===== config.mk =====
export PLATFORM = sky130hd
export DESIGN_NAME = branch_resolve_unit_flat
export DESIGN_NICKNAME = d
export VERILOG_FILES = /design/src/rtl/branch_resolve_unit_if.sv /design/src/rtl/branch_resolve_unit.sv /design/src/flat_wrapper.sv
export SDC_FILE = /design/constraint.sdc
export NUM_CORES = 1
export LEC_CHECK = 0
export CAP_MARGIN = 10
export CORE_UTILIZATION = 28
export DETAILED_ROUTE_END_ITERATION = 10
export HOLD_SLACK_MARGIN = 0.08
export PLACE_DENSITY = 0.51
export SKIP_LAST_GASP = 1
export SYNTH_ARGS = -nofsm -noshare
export SYNTH_HDL_FRONTEND = slang
export SYNTH_SLANG_ARGS = --single-unit

===== constraint.sdc =====
create_clock -name clk -period 7.5 [get_ports clk]
set_clock_uncertainty 0.2 [all_clocks]
set_input_delay 1.875 -clock clk [delete_from_list [all_inputs] [get_ports clk]]
set_output_delay 1.875 -clock clk [all_outputs]
set_load 0.05 [all_outputs]

===== src/rtl/branch_resolve_unit_if.sv =====
// rtl/branch_resolve_unit_if.sv - ID-stage / branch resolver signal bundle
//
// Purpose: groups the ID-stage resolve inputs, the flush/redirect outputs,
// the BTB training port and the statistics counters of branch_resolve_unit.
// Ports (modport view of the unit = slave):
//   in : id_valid, id_stall, is_jmp, is_jr, is_br, br_taken, pc_1_ID,
//        pred_next_pc, jmp_target, br_target, jr_target
//   out: flush_code, redirect_pc, upd_valid, upd_inval, upd_pc, upd_target,
//        branch_count, mispredict_count
interface branch_resolve_unit_if #(
  parameter int WORD_SIZE       = 16,
  parameter int FLUSH_CODE_SIZE = 3
);
  logic                       id_valid;
  logic                       id_stall;
  logic                       is_jmp;
  logic                       is_jr;
  logic                       is_br;
  logic                       br_taken;
  logic [WORD_SIZE-1:0]       pc_1_ID;
  logic [WORD_SIZE-1:0]       pred_next_pc;
  logic [WORD_SIZE-1:0]       jmp_target;
  logic [WORD_SIZE-1:0]       br_target;
  logic [WORD_SIZE-1:0]       jr_target;
  logic [FLUSH_CODE_SIZE-1:0] flush_code;
  logic [WORD_SIZE-1:0]       redirect_pc;
  logic                       upd_valid;
  logic                       upd_inval;
  logic [WORD_SIZE-1:0]       upd_pc;
  logic [WORD_SIZE-1:0]       upd_target;
  logic [15:0]                branch_count;
  logic [15:0]                mispredict_count;

  modport master (
    output id_valid, id_stall, is_jmp, is_jr, is_br, br_taken,
           pc_1_ID, pred_next_pc, jmp_target, br_target, jr_target,
    input  flush_code, redirect_pc, upd_valid, upd_inval, upd_pc,
           upd_target, branch_count, mispredict_count
  );

  modport slave (
    input  id_valid, id_stall, is_jmp, is_jr, is_br, br_taken,
           pc_1_ID, pred_next_pc, jmp_target, br_target, jr_target,
    output flush_code, redirect_pc, upd_valid, upd_inval, upd_pc,
           upd_target, branch_count, mispredict_count
  );
endinterface


===== src/rtl/branch_resolve_unit.sv =====
// rtl/branch_resolve_unit.sv - ID-stage branch resolver, BTB trainer and PHT
//
// Purpose: compares the fetch-time predicted next PC of the ID instruction
// with its actual next PC, raises a flush code and redirect PC on mismatch,
// trains the BTB one cycle later (gated by a 2-bit-counter PHT for
// conditional branches) and counts branches and mispredicts.
// Ports:
//   clk     : clock
//   reset_n : synchronous active-low reset
//   bus     : branch_resolve_unit_if.slave (ID inputs, flush/redirect,
//             BTB update port, statistics)
module branch_resolve_unit #(
  parameter int WORD_SIZE       = 16,
  parameter int PHT_IDX_BITS    = 6,
  parameter int FLUSH_CODE_SIZE = 3
) (
  input logic                  clk,
  input logic                  reset_n,
  branch_resolve_unit_if.slave bus
);

  localparam logic [FLUSH_CODE_SIZE-1:0] NICE_PRED = FLUSH_CODE_SIZE'(0);
  localparam logic [FLUSH_CODE_SIZE-1:0] JMP_FLUSH = FLUSH_CODE_SIZE'(1);
  localparam logic [FLUSH_CODE_SIZE-1:0] BR_FLUSH  = FLUSH_CODE_SIZE'(2);
  localparam logic [FLUSH_CODE_SIZE-1:0] NBR_FLUSH = FLUSH_CODE_SIZE'(3);
  localparam logic [FLUSH_CODE_SIZE-1:0] JR_FLUSH  = FLUSH_CODE_SIZE'(4);
  localparam int PHT_DEPTH = 1 << PHT_IDX_BITS;

  typedef enum logic {RESOLVE, SQUASH} state_t;

  state_t state, state_next;

  logic [1:0]                 pht [PHT_DEPTH];
  logic [WORD_SIZE-1:0]       pc_id;
  logic [PHT_IDX_BITS-1:0]    pht_idx;
  logic [1:0]                 cur_ctr;
  logic [1:0]                 new_ctr;
  logic                       accept;
  logic                       any_ctrl;
  logic [WORD_SIZE-1:0]       actual_pc;
  logic [FLUSH_CODE_SIZE-1:0] flush_sel;
  logic                       mispredict;
  logic                       upd_fire;
  logic                       upd_inval_next;

  logic                       upd_valid_q;
  logic                       upd_inval_q;
  logic [WORD_SIZE-1:0]       upd_pc_q;
  logic [WORD_SIZE-1:0]       upd_target_q;
  logic [15:0]                branch_count_q;
  logic [15:0]                mispredict_count_q;

  // PC of the ID instruction itself; wraps 0x0000 -> 0xFFFF.
  assign pc_id    = bus.pc_1_ID - WORD_SIZE'(1);
  assign pht_idx  = pc_id[PHT_IDX_BITS-1:0];
  assign cur_ctr  = pht[pht_idx];
  assign accept   = (state == RESOLVE) && bus.id_valid && !bus.id_stall;
  assign any_ctrl = bus.is_jmp || bus.is_jr || bus.is_br;

  // Saturating 2-bit counter step for the branch being resolved.
  always_comb begin
    new_ctr = cur_ctr;
    if (bus.br_taken) begin
      if (cur_ctr != 2'd3) new_ctr = cur_ctr + 2'd1;
    end else begin
      if (cur_ctr != 2'd0) new_ctr = cur_ctr - 2'd1;
    end
  end

  // Actual next PC and candidate flush code, jmp > jr > br priority.
  always_comb begin
    actual_pc = bus.pc_1_ID;
    flush_sel = NBR_FLUSH;
    if (bus.is_jmp) begin
      actual_pc = bus.jmp_target;
      flush_sel = JMP_FLUSH;
    end else if (bus.is_jr) begin
      actual_pc = bus.jr_target;
      flush_sel = JR_FLUSH;
    end else if (bus.is_br && bus.br_taken) begin
      actual_pc = bus.br_target;
      flush_sel = BR_FLUSH;
    end
  end

  assign mispredict = accept && (actual_pc != bus.pred_next_pc);

  // Unconditional jumps always retrain; branches only retrain when the PHT
  // agrees with the new direction, so one odd outcome does not thrash the
  // BTB. A non-branch that was predicted away is a stale alias: drop it.
  always_comb begin
    upd_fire       = 1'b1;
    upd_inval_next = 1'b1;
    if (bus.is_jmp || bus.is_jr) begin
      upd_inval_next = 1'b0;
    end else if (bus.is_br) begin
      if (bus.br_taken) begin
        upd_fire       = (new_ctr >= 2'd2);
        upd_inval_next = 1'b0;
      end else begin
        upd_fire       = (new_ctr <= 2'd1);
      end
    end
  end

  always_comb begin
    state_next = state;
    case (state)
      RESOLVE: if (mispredict) state_next = SQUASH;
      SQUASH:  if (!bus.id_stall) state_next = RESOLVE;
      default: state_next = RESOLVE;
    endcase
  end

  always_ff @(posedge clk) begin
    if (!reset_n) begin
      state              <= RESOLVE;
      upd_valid_q        <= 1'b0;
      upd_inval_q        <= 1'b0;
      upd_pc_q           <= '0;
      upd_target_q       <= '0;
      branch_count_q     <= '0;
      mispredict_count_q <= '0;
      for (int i = 0; i < PHT_DEPTH; i++) pht[i] <= 2'b01;
    end else begin
      state       <= state_next;
      upd_valid_q <= mispredict && upd_fire;
      if (mispredict) begin
        upd_inval_q  <= upd_inval_next;
        upd_pc_q     <= pc_id;
        upd_target_q <= actual_pc;
      end
      if (accept && bus.is_br && !bus.is_jmp && !bus.is_jr) pht[pht_idx] <= new_ctr;
      if (accept && any_ctrl && branch_count_q != 16'hFFFF)
        branch_count_q <= branch_count_q + 16'd1;
      if (mispredict && mispredict_count_q != 16'hFFFF)
        mispredict_count_q <= mispredict_count_q + 16'd1;
    end
  end

  assign bus.flush_code       = (reset_n && mispredict) ? flush_sel : NICE_PRED;
  assign bus.redirect_pc      = !reset_n ? '0 : (mispredict ? actual_pc : bus.pc_1_ID);
  assign bus.upd_valid        = upd_valid_q;
  assign bus.upd_inval        = upd_inval_q;
  assign bus.upd_pc           = upd_pc_q;
  assign bus.upd_target       = upd_target_q;
  assign bus.branch_count     = branch_count_q;
  assign bus.mispredict_count = mispredict_count_q;

endmodule


===== src/flat_wrapper.sv =====
// flat-port wrapper written by rule: the top's interface ports become plain ports
module branch_resolve_unit_flat 
#(
  parameter int WORD_SIZE       = 16,
  parameter int PHT_IDX_BITS    = 6,
  parameter int FLUSH_CODE_SIZE = 3
)
  (clk, reset_n, bus_id_valid, bus_id_stall, bus_is_jmp, bus_is_jr, bus_is_br, bus_br_taken, bus_pc_1_ID, bus_pred_next_pc, bus_jmp_target, bus_br_target, bus_jr_target, bus_flush_code, bus_redirect_pc, bus_upd_valid, bus_upd_inval, bus_upd_pc, bus_upd_target, bus_branch_count, bus_mispredict_count);
  branch_resolve_unit_if #(.WORD_SIZE(WORD_SIZE), .FLUSH_CODE_SIZE(FLUSH_CODE_SIZE)) bus_i ();
  input logic clk;
  input logic reset_n;
  input wire logic [$bits(bus_i.id_valid)-1:0] bus_id_valid;
  input wire logic [$bits(bus_i.id_stall)-1:0] bus_id_stall;
  input wire logic [$bits(bus_i.is_jmp)-1:0] bus_is_jmp;
  input wire logic [$bits(bus_i.is_jr)-1:0] bus_is_jr;
  input wire logic [$bits(bus_i.is_br)-1:0] bus_is_br;
  input wire logic [$bits(bus_i.br_taken)-1:0] bus_br_taken;
  input wire logic [$bits(bus_i.pc_1_ID)-1:0] bus_pc_1_ID;
  input wire logic [$bits(bus_i.pred_next_pc)-1:0] bus_pred_next_pc;
  input wire logic [$bits(bus_i.jmp_target)-1:0] bus_jmp_target;
  input wire logic [$bits(bus_i.br_target)-1:0] bus_br_target;
  input wire logic [$bits(bus_i.jr_target)-1:0] bus_jr_target;
  output wire logic [$bits(bus_i.flush_code)-1:0] bus_flush_code;
  output wire logic [$bits(bus_i.redirect_pc)-1:0] bus_redirect_pc;
  output wire logic [$bits(bus_i.upd_valid)-1:0] bus_upd_valid;
  output wire logic [$bits(bus_i.upd_inval)-1:0] bus_upd_inval;
  output wire logic [$bits(bus_i.upd_pc)-1:0] bus_upd_pc;
  output wire logic [$bits(bus_i.upd_target)-1:0] bus_upd_target;
  output wire logic [$bits(bus_i.branch_count)-1:0] bus_branch_count;
  output wire logic [$bits(bus_i.mispredict_count)-1:0] bus_mispredict_count;
  assign bus_i.id_valid = bus_id_valid;
  assign bus_i.id_stall = bus_id_stall;
  assign bus_i.is_jmp = bus_is_jmp;
  assign bus_i.is_jr = bus_is_jr;
  assign bus_i.is_br = bus_is_br;
  assign bus_i.br_taken = bus_br_taken;
  assign bus_i.pc_1_ID = bus_pc_1_ID;
  assign bus_i.pred_next_pc = bus_pred_next_pc;
  assign bus_i.jmp_target = bus_jmp_target;
  assign bus_i.br_target = bus_br_target;
  assign bus_i.jr_target = bus_jr_target;
  assign bus_flush_code = bus_i.flush_code;
  assign bus_redirect_pc = bus_i.redirect_pc;
  assign bus_upd_valid = bus_i.upd_valid;
  assign bus_upd_inval = bus_i.upd_inval;
  assign bus_upd_pc = bus_i.upd_pc;
  assign bus_upd_target = bus_i.upd_target;
  assign bus_branch_count = bus_i.branch_count;
  assign bus_mispredict_count = bus_i.mispredict_count;
  branch_resolve_unit #(.WORD_SIZE(WORD_SIZE), .PHT_IDX_BITS(PHT_IDX_BITS), .FLUSH_CODE_SIZE(FLUSH_CODE_SIZE)) u_core (.clk(clk), .reset_n(reset_n), .bus(bus_i));
endmodule

==> flow_summary.ini <==
[detailed_routing]
first_pass_iters = 5
drtAntennaViolNets = 0
drt_iter0_drc = 955
wl_per_cell_um = 21.1
routed_via_density = 5.36
num_vias = 9778
finalWirelength_um = 38400
drc = 0

[cts]
cts_sinks = 195
clk_latency_ns = 0.47
cts_buffers = 17
cts_tree = done
htree_levels = 4
cts.path.max_buffers = 2
cts.clk_slew.worst_paths_ns = 0.07
postCtsSetupRepairBufs = 0
root_buffer = clkbuf_16

[global_routing]
antenna_found_initial = 6
grt_max_degree = 63
grt_pass1_wl_um = 58000
grt_pass1_vias = 9217
grt.total_usage_pct = 19.1
grt-ovfl-total = 0

[hold_path]
hold_path.class = register to register
hold_start = u_core.bus.upd_target[0]

[worst_setup_path]
crit_top_cell = buf_4
crit_start = bus_is_br
cp_max_fo = 30
start_kind = input pin
crit_chain = clkdlybuf4s50_1, nand2_2, buf_4, a211oi_1, a2111oi_0, nand4_1, or4b_1, o21ai_4, buf_12, nand2_1, a21oi_1, buf_4
timing.critical_path.buf_inv = 4
slowest_stage = or4b_1
cp-end-kind = primary output
critPathKind = input pin to primary output
cp_top_family = compound AO/OA/AOI/OAI gates
r2r_start = u_core.state
required_ns = 5.43
critPathArrivalTime_ns = 5.26
crit_path_max_incr_delay_ns = 0.63

[yosys]
synth-seq-cells = 195
synth_top_area_share_pct = 34.9
ys_warn_count = 0
synth_cells = 1134
ys_types = 70
ys_top_cells_by_area = edfxtp_1 (35%), dfxtp_1 (12%), nand2_1 (5.3%)
yosys.area_share.simple_pct = 25.3
synth_top_area_cell = edfxtp_1
syn_area_mm2 = 0.0110
synth_compound_area_share_pct = 12.4
synthMuxAreaShare_pct = 6.04
syn_area_per_cell_um2 = 9.70
synth-edff-count = 128
synthArstFlopShare_pct = 0
synth_adder_area_share_pct = 0.660
ys.flop_type = edfxtp_1
synth_top_family_by_area = simple AND/OR/NAND/NOR gates
seq_area_frac_synth_pct = 47.1
synth_xor_area_share_pct = 2.41
synth_fp_nets = 1226

[run_status]
outcome = finished clean

[floorplan]
die_w_um = 200
rows = 72
die_area_mm2 = 0.0401
io_pins = 173
start_util_pct = 28.4
core_mm2 = 0.0387
die_y_um = 200

[timing]
final.setup.tns_ns = 0
slew_violations = 0
setup_ws_ns = 0.160
grt_setup_unrepaired = false
worstMarginPinSlew_ns = 1.27
slew_headroom_pct = 14.2
final.min_clock_period_ns = 7.34
setup_viol = 0
fmax_mhz = 136
timing_hold_violations_final = 0
hold_ws_ns = 0.258
fin_crit_sh_pct = 97.9

[cells_and_area]
drive_above_1_share_pct = 14.9
mostFrequentLayoutCells = nand2_1 (155), clkdlybuf4s50_1 (151), edfxtp_1 (128), nand3_1 (100), dfxtp_1 (67)
area_delta_synth_final_pct = 28.1
num-nets-final = 1379
final_common_cell = nand2_1
fin_area_mm2 = 0.0141

[placed_design]
post-dp-hpwl_um = 27700
io_buffers = 172
placed_area_mm2 = 0.0135
routabilityCongestion = 0.923
pre_cts_slack_ns = 0.187

[job]
maxCapViolCount = 0

[power_and_ir_drop]
p_leak_nw = 4.54
max-vdd-ir-drop_v = 0.000139
power_mw = 2.66
p_per_area_mw_per_mm2 = 189
worst min-delay path, stage by stage, from the launching register on:
cell	delay, ns
dfxtp_1	0.31
nand2_1	0.05
a21oi_1	0.05
timing repair:
item / 4_1_cts / 5_1_grt
gates resized for setup: 0 / 2
hold buffers: 0 / 0
endpoints found under the setup margin: 0 / 3
path summary, 6_finish.rpt:
kind | end | slack [ns] | cells after the start
max | bus_redirect_pc[4] | 0.16 | 12
min | u_core.bus.upd_target[0] | 0.26 | 2
max reg2reg | u_core.pht[45][0] | 3.95 | 6
min reg2reg | u_core.bus.upd_target[0] | 0.26 | 2
kinds of logic after synthesis:
| family | after synthesis |
|---|---|
| AO/OA/AOI/OAI | 209 |
| XOR/XNOR | 26 |
| adder cells (fa/ha/maj) | 6 |
| buffers and inverters | 125 |
| flip-flops | 195 |
| multiplexers | 40 |
| AND/OR/NAND/NOR | 533 |
through the flow:
step / cells / util [%]
floorplan: 1134 / -
CTS: 1818 / 36.3
global placement: 1786 / 34.8
global route: 1822 / 36.4
detailed placement: 1786 / 34.8
finish: 1823 / 36.4
sequential cells by signal, indices dropped and copies added (netlist names):
name and cells:
u_core.bus.mispredict_count 16, u_core.state 1, u_core.bus.branch_count 16, u_core.bus.upd_target 16, u_core.bus.upd_pc 16, u_core.pht 128
u_core.bus.upd_inval 1, u_core.bus.upd_valid 1
synth_stat cells, types with 4 or more instances:
library cell    n
a2111oi_0      16
a211oi_1       15
a21oi_1        50
a22oi_1        11
and3_1         19
buf_1           5
buf_2          27
buf_4           6
buf_6          16
clkbuf_1       43
dfxtp_1        67
edfxtp_1      128
ha_1            4
inv_1          23
mux2i_1        18
mux4_2         21
nand2_1       155
nand2b_1        9
nand3_1       100
nand4_1        37
nor2_1         65
nor2b_1         7
nor3_1         39
nor3_2         32
nor3b_1         6
nor4_1         14
o21a_1          5
o21ai_0        56
o22ai_1        14
o31ai_1        23
or2_2           4
or3_1          25
or4_1           9
xnor2_1        15
xor2_1          9
cell type report:
class | instances | area, µm²
fillers | 3886 | 24600
multi-input cells | 814 | 5210
flip-flops and latches | 195 | 5180
repair buffers | 234 | 2350
well taps | 518 | 648
clock buffers | 18 | 429
clock inverters | 14 | 156
inverters | 25 | 93.8
diodes | 5 | 12.5
routing by layer:
| layer | up-vias | wire length [µm] | GRT usage, % |
|---|---|---|---|
| li1 | 4539 | - | - |
| met1 | 4758 | 17000 | 26.1 |
| met2 | 419 | 17700 | 29.7 |
| met3 | 60 | 2680 | 3.87 |
| met4 | 2 | 1020 | 7.47 |
| met5 | - | 8 | 0 |
report_power, final:
| part | switching, mW | internal (mW) | total [mW] |
|---|---|---|---|
| Combinational | 0.350 | 0.191 | 0.541 |
| Clock | 0.463 | 0.475 | 0.938 |
| Sequential | 0.0123 | 1.17 | 1.18 |
(Power assumes the default switching activity.)
